## src/rtl/jb_oran_stat_cnt_bank_pkg.sv

```systemverilog
// Shared constants, counter-mode enum and register-map helpers for the O-RAN stats bank.
package jb_oran_stat_pkg;

  localparam int unsigned STAT_NUM_CNT_DEF  = 24;
  localparam int unsigned STAT_CNT_W_DEF    = 32;
  localparam int unsigned STAT_NUM_FLAG_DEF = 16;
  localparam int unsigned STAT_ADDR_W_DEF   = 7;

  typedef enum logic {
    CM_SAT  = 1'b0,
    CM_WRAP = 1'b1
  } cnt_mode_e;

  // Flags and overflow words sit directly after the counter shadows
  function automatic int unsigned stat_flag_ofs(input int unsigned num_cnt);
    return num_cnt;
  endfunction

  function automatic int unsigned stat_ovf_ofs(input int unsigned num_cnt);
    return num_cnt + 1;
  endfunction

  function automatic cnt_mode_e stat_mode(input int unsigned sat_mode);
    if (sat_mode != 0) return CM_SAT;
    return CM_WRAP;
  endfunction

endpackage

```

## src/rtl/jb_oran_stat_cnt_bank_if.sv

```systemverilog
// Event, flag, snapshot and register-read signals between the O-RAN engines/regmap and the stats bank.
interface jb_oran_stat_cnt_bank_if #(
  parameter int unsigned NUM_CNT  = jb_oran_stat_pkg::STAT_NUM_CNT_DEF,
  parameter int unsigned CNT_W    = jb_oran_stat_pkg::STAT_CNT_W_DEF,
  parameter int unsigned NUM_FLAG = jb_oran_stat_pkg::STAT_NUM_FLAG_DEF,
  parameter int unsigned ADDR_W   = jb_oran_stat_pkg::STAT_ADDR_W_DEF
);
  logic [NUM_CNT-1:0]  evt_inc;
  logic [NUM_FLAG-1:0] flag_set;
  logic [NUM_FLAG-1:0] flag_mask;
  logic                snap_req;
  logic                clr_on_snap;
  logic                flag_w1c_en;
  logic [NUM_FLAG-1:0] flag_w1c_data;
  logic                rd_en;
  logic [ADDR_W-1:0]   rd_addr;
  logic                rd_vld;
  logic [CNT_W-1:0]    rd_data;
  logic                rd_err;
  logic [NUM_FLAG-1:0] flags;
  logic [NUM_CNT-1:0]  ovf;
  logic                irq;

  modport master (
    output evt_inc, flag_set, flag_mask, snap_req, clr_on_snap,
           flag_w1c_en, flag_w1c_data, rd_en, rd_addr,
    input  rd_vld, rd_data, rd_err, flags, ovf, irq
  );

  modport slave (
    input  evt_inc, flag_set, flag_mask, snap_req, clr_on_snap,
           flag_w1c_en, flag_w1c_data, rd_en, rd_addr,
    output rd_vld, rd_data, rd_err, flags, ovf, irq
  );
endinterface

```

## src/rtl/jb_oran_stat_cnt_bank_cnt.sv

```systemverilog
// One live event counter with coherent shadow capture, sticky overflow and clear-on-snapshot.
module jb_oran_stat_cnt
  import jb_oran_stat_pkg::*;
#(
  parameter int unsigned CNT_W = STAT_CNT_W_DEF,
  parameter cnt_mode_e   MODE  = CM_SAT
) (
  input  logic             clk,
  input  logic             rst_n,
  input  logic             i_evt,
  input  logic             i_snap,
  input  logic             i_clr,
  output logic [CNT_W-1:0] o_shadow,
  output logic             o_ovf
);

  logic [CNT_W-1:0] r_live;
  logic [CNT_W-1:0] r_shadow;
  logic             r_ovf;
  logic [CNT_W-1:0] w_live_nxt;
  logic             w_ovf_nxt;
  logic             w_at_max;
  logic             w_hit_max;

  assign w_at_max  = &r_live;
  assign w_hit_max = i_evt & w_at_max;

  // A clearing snapshot restarts from this cycle's event so nothing is lost
  always_comb begin
    w_live_nxt = r_live;
    w_ovf_nxt  = r_ovf | w_hit_max;
    if (i_evt) begin
      if (!w_at_max)           w_live_nxt = r_live + CNT_W'(1);
      else if (MODE == CM_WRAP) w_live_nxt = '0;
    end
    if (i_snap && i_clr) begin
      w_live_nxt = CNT_W'(i_evt);
      w_ovf_nxt  = w_hit_max;
    end
  end

  always_ff @(posedge clk or negedge rst_n) begin
    if (!rst_n) begin
      r_live   <= '0;
      r_shadow <= '0;
      r_ovf    <= 1'b0;
    end else begin
      r_live <= w_live_nxt;
      r_ovf  <= w_ovf_nxt;
      if (i_snap) r_shadow <= r_live;
    end
  end

  assign o_shadow = r_shadow;
  assign o_ovf    = r_ovf;

endmodule

```

## src/rtl/jb_oran_stat_cnt_bank.sv

```systemverilog
// Parametrised statistics bank: NUM_CNT snapshot counters, sticky flags with irq, and a 1-cycle read port.
module jb_oran_stat_cnt_bank
  import jb_oran_stat_pkg::*;
#(
  parameter int unsigned NUM_CNT  = STAT_NUM_CNT_DEF,
  parameter int unsigned CNT_W    = STAT_CNT_W_DEF,
  parameter int unsigned NUM_FLAG = STAT_NUM_FLAG_DEF,
  parameter int unsigned SAT_MODE = 1,
  parameter int unsigned ADDR_W   = STAT_ADDR_W_DEF
) (
  input logic                 clk,
  input logic                 rst_n,
  jb_oran_stat_cnt_bank_if.slave bus
);

  localparam int unsigned IDX_W         = (NUM_CNT > 1) ? $clog2(NUM_CNT) : 1;
  localparam int unsigned STAT_FLAG_OFS = stat_flag_ofs(NUM_CNT);
  localparam int unsigned STAT_OVF_OFS  = stat_ovf_ofs(NUM_CNT);
  localparam cnt_mode_e   MODE          = stat_mode(SAT_MODE);

  logic [CNT_W-1:0]         w_shadow [NUM_CNT];
  logic [NUM_CNT-1:0]       w_ovf;
  logic [CNT_W+NUM_CNT-1:0] w_ovf_ext;
  logic [NUM_FLAG-1:0]      r_flags;
  logic                     r_irq;
  logic                     r_rd_vld;
  logic [CNT_W-1:0]         r_rd_data;
  logic                     r_rd_err;
  logic [CNT_W-1:0]         w_rd_data;
  logic                     w_rd_err;

  for (genvar gi = 0; gi < NUM_CNT; gi++) begin : g_cnt
    jb_oran_stat_cnt #(
      .CNT_W (CNT_W),
      .MODE  (MODE)
    ) u_cnt (
      .clk      (clk),
      .rst_n    (rst_n),
      .i_evt    (bus.evt_inc[gi]),
      .i_snap   (bus.snap_req),
      .i_clr    (bus.clr_on_snap),
      .o_shadow (w_shadow[gi]),
      .o_ovf    (w_ovf[gi])
    );
  end

  assign w_ovf_ext = {{CNT_W{1'b0}}, w_ovf};

  // Set wins over a same-cycle write-1-to-clear
  always_ff @(posedge clk or negedge rst_n) begin
    if (!rst_n) begin
      r_flags <= '0;
      r_irq   <= 1'b0;
    end else begin
      r_flags <= (r_flags & ~({NUM_FLAG{bus.flag_w1c_en}} & bus.flag_w1c_data)) | bus.flag_set;
      r_irq   <= |(r_flags & bus.flag_mask);
    end
  end

  always_comb begin
    w_rd_data = '0;
    w_rd_err  = 1'b0;
    if (bus.rd_addr < ADDR_W'(NUM_CNT))
      w_rd_data = w_shadow[IDX_W'(bus.rd_addr)];
    else if (bus.rd_addr == ADDR_W'(STAT_FLAG_OFS))
      w_rd_data = CNT_W'(r_flags);
    else if (bus.rd_addr == ADDR_W'(STAT_OVF_OFS))
      w_rd_data = w_ovf_ext[CNT_W-1:0];
    else
      w_rd_err = 1'b1;
  end

  // Read data holds between reads; the error bit only accompanies a valid beat
  always_ff @(posedge clk or negedge rst_n) begin
    if (!rst_n) begin
      r_rd_vld  <= 1'b0;
      r_rd_data <= '0;
      r_rd_err  <= 1'b0;
    end else begin
      r_rd_vld <= bus.rd_en;
      if (bus.rd_en) begin
        r_rd_data <= w_rd_data;
        r_rd_err  <= w_rd_err;
      end else begin
        r_rd_err  <= 1'b0;
      end
    end
  end

  assign bus.rd_vld  = r_rd_vld;
  assign bus.rd_data = r_rd_data;
  assign bus.rd_err  = r_rd_err;
  assign bus.flags   = r_flags;
  assign bus.ovf     = w_ovf;
  assign bus.irq     = r_irq;

endmodule

```

## src/flat_wrapper.sv

```systemverilog
// flat-port wrapper written by rule: the top's interface ports become plain ports
module jb_oran_stat_cnt_bank_flat import jb_oran_stat_pkg::*;
#(
  parameter int unsigned NUM_CNT  = STAT_NUM_CNT_DEF,
  parameter int unsigned CNT_W    = STAT_CNT_W_DEF,
  parameter int unsigned NUM_FLAG = STAT_NUM_FLAG_DEF,
  parameter int unsigned SAT_MODE = 1,
  parameter int unsigned ADDR_W   = STAT_ADDR_W_DEF
)
  (clk, rst_n, bus_evt_inc, bus_flag_set, bus_flag_mask, bus_snap_req, bus_clr_on_snap, bus_flag_w1c_en, bus_flag_w1c_data, bus_rd_en, bus_rd_addr, bus_rd_vld, bus_rd_data, bus_rd_err, bus_flags, bus_ovf, bus_irq);
  jb_oran_stat_cnt_bank_if #(.NUM_CNT(NUM_CNT), .CNT_W(CNT_W), .NUM_FLAG(NUM_FLAG), .ADDR_W(ADDR_W)) bus_i ();
  input logic clk;
  input logic rst_n;
  input wire logic [$bits(bus_i.evt_inc)-1:0] bus_evt_inc;
  input wire logic [$bits(bus_i.flag_set)-1:0] bus_flag_set;
  input wire logic [$bits(bus_i.flag_mask)-1:0] bus_flag_mask;
  input wire logic [$bits(bus_i.snap_req)-1:0] bus_snap_req;
  input wire logic [$bits(bus_i.clr_on_snap)-1:0] bus_clr_on_snap;
  input wire logic [$bits(bus_i.flag_w1c_en)-1:0] bus_flag_w1c_en;
  input wire logic [$bits(bus_i.flag_w1c_data)-1:0] bus_flag_w1c_data;
  input wire logic [$bits(bus_i.rd_en)-1:0] bus_rd_en;
  input wire logic [$bits(bus_i.rd_addr)-1:0] bus_rd_addr;
  output wire logic [$bits(bus_i.rd_vld)-1:0] bus_rd_vld;
  output wire logic [$bits(bus_i.rd_data)-1:0] bus_rd_data;
  output wire logic [$bits(bus_i.rd_err)-1:0] bus_rd_err;
  output wire logic [$bits(bus_i.flags)-1:0] bus_flags;
  output wire logic [$bits(bus_i.ovf)-1:0] bus_ovf;
  output wire logic [$bits(bus_i.irq)-1:0] bus_irq;
  assign bus_i.evt_inc = bus_evt_inc;
  assign bus_i.flag_set = bus_flag_set;
  assign bus_i.flag_mask = bus_flag_mask;
  assign bus_i.snap_req = bus_snap_req;
  assign bus_i.clr_on_snap = bus_clr_on_snap;
  assign bus_i.flag_w1c_en = bus_flag_w1c_en;
  assign bus_i.flag_w1c_data = bus_flag_w1c_data;
  assign bus_i.rd_en = bus_rd_en;
  assign bus_i.rd_addr = bus_rd_addr;
  assign bus_rd_vld = bus_i.rd_vld;
  assign bus_rd_data = bus_i.rd_data;
  assign bus_rd_err = bus_i.rd_err;
  assign bus_flags = bus_i.flags;
  assign bus_ovf = bus_i.ovf;
  assign bus_irq = bus_i.irq;
  jb_oran_stat_cnt_bank #(.NUM_CNT(NUM_CNT), .CNT_W(CNT_W), .NUM_FLAG(NUM_FLAG), .SAT_MODE(SAT_MODE), .ADDR_W(ADDR_W)) u_core (.clk(clk), .rst_n(rst_n), .bus(bus_i));
endmodule
```

## config.mk

```make
export PLATFORM = sky130hd
export DESIGN_NAME = jb_oran_stat_cnt_bank_flat
export DESIGN_NICKNAME = d
export VERILOG_FILES = /design/src/rtl/jb_oran_stat_cnt_bank_pkg.sv /design/src/rtl/jb_oran_stat_cnt_bank_if.sv /design/src/rtl/jb_oran_stat_cnt_bank_cnt.sv /design/src/rtl/jb_oran_stat_cnt_bank.sv /design/src/flat_wrapper.sv
export SDC_FILE = /design/constraint.sdc
export NUM_CORES = 2
export LEC_CHECK = 0
export ABC_AREA = 1
export BUFFER_PORTS_ARGS = -buffer_cell sky130_fd_sc_hd__buf_2
export CELL_PAD_IN_SITES_DETAIL_PLACEMENT = 1
export CELL_PAD_IN_SITES_GLOBAL_PLACEMENT = 1
export CORE_MARGIN = 8
export CORE_UTILIZATION = 42
export CTS_CLUSTER_SIZE = 16
export DETAILED_ROUTE_END_ITERATION = 6
export GPL_TIMING_DRIVEN = 0
export PLACE_DENSITY_LB_ADDON = 0.1
export SYNTH_ARGS = -nofsm -noshare
export SYNTH_HDL_FRONTEND = slang
export SYNTH_HIERARCHICAL = 1
export SYNTH_SLANG_ARGS = --single-unit
```

## constraint.sdc

```tcl
create_clock -name clk -period 2.15 [get_ports clk]
set_input_delay 0.43 -clock clk [delete_from_list [all_inputs] [get_ports clk]]
set_output_delay 0.43 -clock clk [all_outputs]
set_load 0.02 [all_outputs]
```

# After elaboration in Yosys (flattened, before gate mapping)
# Cells that the tools add are included.
[op_classes]
n_addsub = 24
magnitude_cmp = 2
eq_ne = 26
mux = 106
bitwise_logic = 54
reduce_logical = 74
[op_table]
columns = ["op", "n"]
rows = [
  ["2-to-1 mux 32 bit", 76],
  ["adder 32 x 1 -> 32 bit, second input constant", 24],
  ["AND reduction 32 bit", 24],
  ["binary-select mux 32 bit (select 5 bit)", 1],
  ["AND 16 bit", 3],
  ["!= test 2 x 1 -> 1 bit, second input constant", 24],
  ["AND reduction 2 bit", 24],
  ["nonzero test 2 bit", 24],
  ["2-to-1 mux 1 bit", 28],
  ["AND 1 bit", 24],
  ["2-to-1 mux 24 bit", 1],
  ["OR 1 bit", 24],
  ["inverter 16 bit", 1],
  ["OR 16 bit", 1],
  ["OR reduction 16 bit", 1],
  ["equality test 7 x 5 -> 1 bit, second input constant", 2],
  ["< comparator 7 x 5 -> 1 bit, second input constant", 1],
  ["greater-or-equal comparator 6 bit, second input constant", 1],
  ["inverter 5 -> 6 bit", 1],
  ["logical AND 1 bit", 1],
]
[word_totals]
reg_bits = 1611
in_bits = 85
output_inout_bits = 75
elab_cells = 363

# Longest topological paths before layout
[depth]
ltp_word = 5
ltp_mapped = 16
depth_no_buf = 13

# Hierarchy
# The synthesis kept the hierarchy.
[by_module_without_submodules]
columns = ["module", "n_inst", "cells_per_inst", "area_each_um2", "seq_area_each_um2"]
rows = [
  ["jb_oran_stat_cnt", 24, 440, 3420.8, 1626.6],
  ["jb_oran_stat_cnt_bank", 1, 2396, 11239.5, 1276.2],
]

# Least setup slack after synthesis
# No wires, ideal clock.
[synth_path]
path_kind = "input to register"
from = "input bus_rd_addr[2]"
to = "register u_core.r_rd_data[10] (netlist: u_core/bus.rd_data[10])"
setup_ps = 121
arrival_ps = 1457
t_required_ps = 2029
slack_ps = 572
path_stages = 8
n_path_buf = 2
path_cell_list = "buf_2 -> nor2_2 -> buf_4 -> nand3_4 -> nand3_4 -> nand2_1 -> a22oi_1 -> nand2_1"
[synth_between]
elab_chain_cells = 5
elab_cells_between_ends = 10
cone_classes = "order compare: 1; eq/ne: 2; mux: 6; bitwise: 1"
[synth_rtl]
columns = ["item", "line_no", "rtl"]
rows = [
  ["start, declared", "flat_wrapper.sv:22", "input wire logic [$bits(bus_i.rd_addr)-1:0] bus_rd_addr;"],
  ["inverter 5 -> 6 bit (implied by the code)", "jb_oran_stat_cnt_bank.sv:64", "w_rd_data = w_shadow[IDX_W'(bus.rd_addr)];"],
  ["binary-select mux 32 bit (select 5 bit)", "jb_oran_stat_cnt_bank.sv:64", ""],
  ["2-to-1 mux 32 bit (implied by the code) (2 in series)", "jb_oran_stat_cnt_bank.sv:64", ""],
  ["2-to-1 mux 32 bit *", "jb_oran_stat_cnt_bank.sv:63", "if (bus.rd_addr < ADDR_W'(NUM_CNT))"],
  ["end signal, assigned", "jb_oran_stat_cnt_bank.sv:82", "r_rd_data <= w_rd_data;"],
  ["end, declared", "jb_oran_stat_cnt_bank.sv:27", "logic [CNT_W-1:0] r_rd_data;"],
]
# Mark *: on every way between the ends. The rest lies on a longest branch, timed or not. The select of a mux whose other input is x is not followed.
# A chain may end at the register's enable or synchronous reset.

# Worst setup path after layout
[layout_path]
from = "input bus_rd_addr[1]"
to = "register u_core.r_rd_data[16] (netlist: u_core/bus.rd_data[16])"
# The elaborated chain is that of the path after synthesis.

==> out/metrics.cfg <==
[logic_synthesis]
synthTopCellsByArea = dfrtp_1 43%, nand2_1 18%, nand3_1 6.6%, nor2_1 6.2%, inv_1 4.6%
syn_area_um2 = 93340
ys.warnings.count = 6
syn_inst = 12960
synth_top_area_share_pct = 43.19
syn-num-nets = 13070
synth_seq_area_share_pct = 43.19
synth_cell_types = 40
synth-seq-cells = 1611
yosys.area.top_type = dfrtp_1
syn_area_per_cell_um2 = 7.204

[floorplan]
io_pins = 160
std_cell_rows = 173
core_area_um2 = 221700
die_area_um2 = 237600
die_x_um = 487.4
start_util_pct = 42.11
die_h_um = 487.4

[power_and_ir_drop]
p_seq_share_pct = 43.6
ir_drop_v = 0.0006127
clockPowerShare_pct = 44.5
switching_share_pct = 28.31
power.density_nw_per_um2 = 728.4
cellInternalPower_mw = 55.29
switchingPower_mw = 21.84
combinationalPowerShare_pct = 11.9
p_leak_nw = 48.00

[detailed_routing]
drcViolationCount = 0
routedWlPerCell_um = 23.16
ant_nets = 0
vias_per_cell = 5.440
vias = 89970
drt-initial-drc-count = 6870
first_pass_iters = 6
routed_wirelength_um = 383100

[global_routing]
grt_max_degree = 153
grt_pass1_wl_um = 582100
grt_pass1_vias = 93150
antenna_found_initial = 19
grt_usage_pct = 31.62
grt-ovfl-total = 0

[setup_path]
reg2reg_to = u_core/bus.rd_data[15]
worstPathRequired_ns = 2.92
crit_path_start = bus_rd_addr[1]
crit_slowest_cell = buf_2
arrival_ns = 3.04
regToRegSetupSlack_ns = 0.12
crit_type = in2reg
rr_worst_depth = 6
startpoint_type = input port
crit_top_cell = nand2_1
max_stage_delay_ns = 0.34
crit_chain = buf_2, buf_6, buf_12, buf_2, nand3_1, nand3_1, nand3_1, nand2_1, nand2_1, nand2_1, nand2_1, nand2_1
crit_end = u_core/bus.rd_data[16]
r2r-start = u_core/g_cnt[23].u_cnt/o_shadow[15]
crit_fanout = 10
cp-end-kind = flip-flop

[status]
outcome = finished, violations left
violations = hold timing, setup timing

[timing]
period_minus_slack_ns = 2.271
finalHoldViolations = 85
clock_skew_ns = 0.02091
hold_ws_ns = -0.4744
slew_headroom_pct = 9.307
period_share_pct = 105.6
fmax_mhz = 440.2
slew_viol_final = 0
tightest_slew_ns = 1.360
fin_ws_ns = -0.1215
rsz0062_at_grt = no
setup_viol = 13

[clocking]
clk_pin_slew_ns = 0.06
cts_sinks = 1611
ctsHoldBuffers = 74
cts_buffers = 191
clock_latency_ns = 0.83
h-tree-depth = 4
root_buffer = clkbuf_16
ctsLongestPathBuffers = 3
cts_tree = yes

[placement]
dpl_cell_area_um2 = 98210
dp_hpwl_um = 296000
port_buffers = 155
routabilityCongestion = 1.008

[finish]
layout-drive-gt1-share_pct = 11.48
syn_to_final_growth_pct = 13.44
nets = 13510
nFillCells = 28260
fin_area_um2 = 105900
final_core_util_pct = 47.77

[worst_hold_path]
holdCritPathClass = in2async

[run]
max_cap_viol_count = 0

routing by layer:
metal	share of wire (%)	track usage, %	wire [um]
met1	44	42.66	169200
met2	46	51.19	176100
met3	4.8	4.332	18390
met4	5.0	13.41	19310
met5	0.0081	0	31
flip-flops by register name, summed over array words and instances, names as in the netlist:
| name | cells |
|---|---|
| u_core/bus.flags | 16 |
| u_core/bus.irq | 1 |
| u_core/bus.rd_data | 32 |
| u_core/bus.rd_err | 1 |
| u_core/bus.rd_vld | 1 |
| u_core/g_cnt.u_cnt/o_ovf | 24 |
| u_core/g_cnt.u_cnt/o_shadow | 768 |
| u_core/g_cnt.u_cnt/r_live | 768 |
timing repair:
item	4_1_cts	5_1_grt
gates cloned	3	0
endpoints found under the hold margin	155	84
buffers inserted	2	0
gates resized for setup	33	10
pin swaps	1	0
setup endpoints to repair	336	11
cell usage after synthesis (all sizes together):
master / instances
nand3b: 48
ha: 24
a22oi: 9
a21o: 16
xor2: 24
nand2: 4480
o21ai: 914
a22o: 1
clkbuf: 136
xnor2: 72
clkinv: 1
a31oi: 7
inv: 1192
o211ai: 47
nor2: 1730
o21bai: 48
nand4: 39
mux2: 240
nand3: 1249
a21oi: 630
or2: 48
dfrtp: 1611
nor3: 1
a221oi: 4
buf: 385
kinds of logic (layout without fill, tap and decap cells):
family,count (synthesis),in the layout,share of synthesized area [%]
XOR/XNOR,96,96,0.9008
other,0,7,0
adder cells (fa/ha/maj),24,24,0.3217
flip-flops,1611,1611,43.19
AND/OR/NAND/NOR,7595,7595,34.67
buffers and inverters,1714,2315,8.591
multiplexers,240,240,2.895
AO/OA/AOI/OAI,1676,1676,9.434
layout by cell type (no fill, tap or decap), types with 26 or more instances in the layout:
master / instances
nor2_4: 49
nand3_4: 26
o211ai_1: 47
clkbuf_8: 55
clkbuf_1: 172
inv_2: 56
buf_1: 36
buf_2: 313
a21oi_1: 630
nor2_1: 1530
o21ai_1: 321
clkinv_2: 31
xnor2_1: 72
nand3b_1: 48
buf_4: 28
dlygate4sd3_1: 72
or2_2: 48
nand2_2: 48
mux2_2: 240
inv_1: 1135
nor2_2: 127
nand4_1: 39
o21bai_1: 48
dfrtp_1: 1602
nand2_1: 4384
clkbuf_16: 201
buf_6: 136
nand3_1: 1209
o21ai_0: 569
nand2_4: 48
power by group through the flow:
stage	clock network [mW]	registers [mW]	logic (mW)
6_report	34.3	33.6	9.19
5_1_grt	36.1	33.8	9.95
4_1_cts	35.0	33.6	9.15
3_5_place_dp	0	34.1	8.87
3_3_place_gp	0	34.1	8.35
2_1_floorplan	0	33.5	5.08
worst max-delay path, delay by kind of cell:
kind                   cells  cell delay (ns)
buffers and inverters      4             1.08
AND/OR/NAND/NOR            8             1.47
worst min path at each step:
stage,slack (ns),startpoint,endpoint
6_report,-0.47,rst_n,u_core/g_cnt[3].u_cnt/r_live[20]
5_1_grt,-0.48,rst_n,u_core/g_cnt[3].u_cnt/r_live[20]
4_1_cts,-0.50,rst_n,u_core/g_cnt[3].u_cnt/r_live[20]
3_5_place_dp,0.40,rst_n,u_core/g_cnt[3].u_cnt/r_live[20]
3_3_place_gp,0.46,u_core/bus.rd_data[5],u_core/bus.rd_data[5]
2_1_floorplan,0.13,rst_n,u_core/bus.flags[0]
area by class of cell:
cell class              instances  area (um^2)  share of cell area (%)
clock inverters                61        693.2                  0.6547
inverters                    1193         4481                   4.232
multi-input cells            9631        45080                   42.58
repair buffers                247         2051                   1.937
diodes                          7        17.52                 0.01654
flip-flops and latches       1611        40330                   38.09
plain buffers                 521         3576                   3.377
clock buffers                 293         5926                   5.596
well taps                    2975         3722                   3.516
metrics by stage:
stage | hold slack (ns) | power, mW | setup slack, ns | setup TNS, ns | cells
final | -0.4744 | 77.13 | -0.1215 | -0.6329 | 16540
after global placement | 0.4607 | 42.42 | -37.29 | - | 16090
after CTS | -0.4970 | 77.71 | 0.001910 | 0 | 16530
after global routing | -0.4820 | 79.78 | 0.002561 | 0 | 16540
after detailed placement | 0.3999 | 42.96 | -1.236 | -573.47 | 16100
after floorplan | 0.1344 | 38.53 | 0.5718 | 0 | 12960
Note: power is estimated with default switching activity, not from simulation.
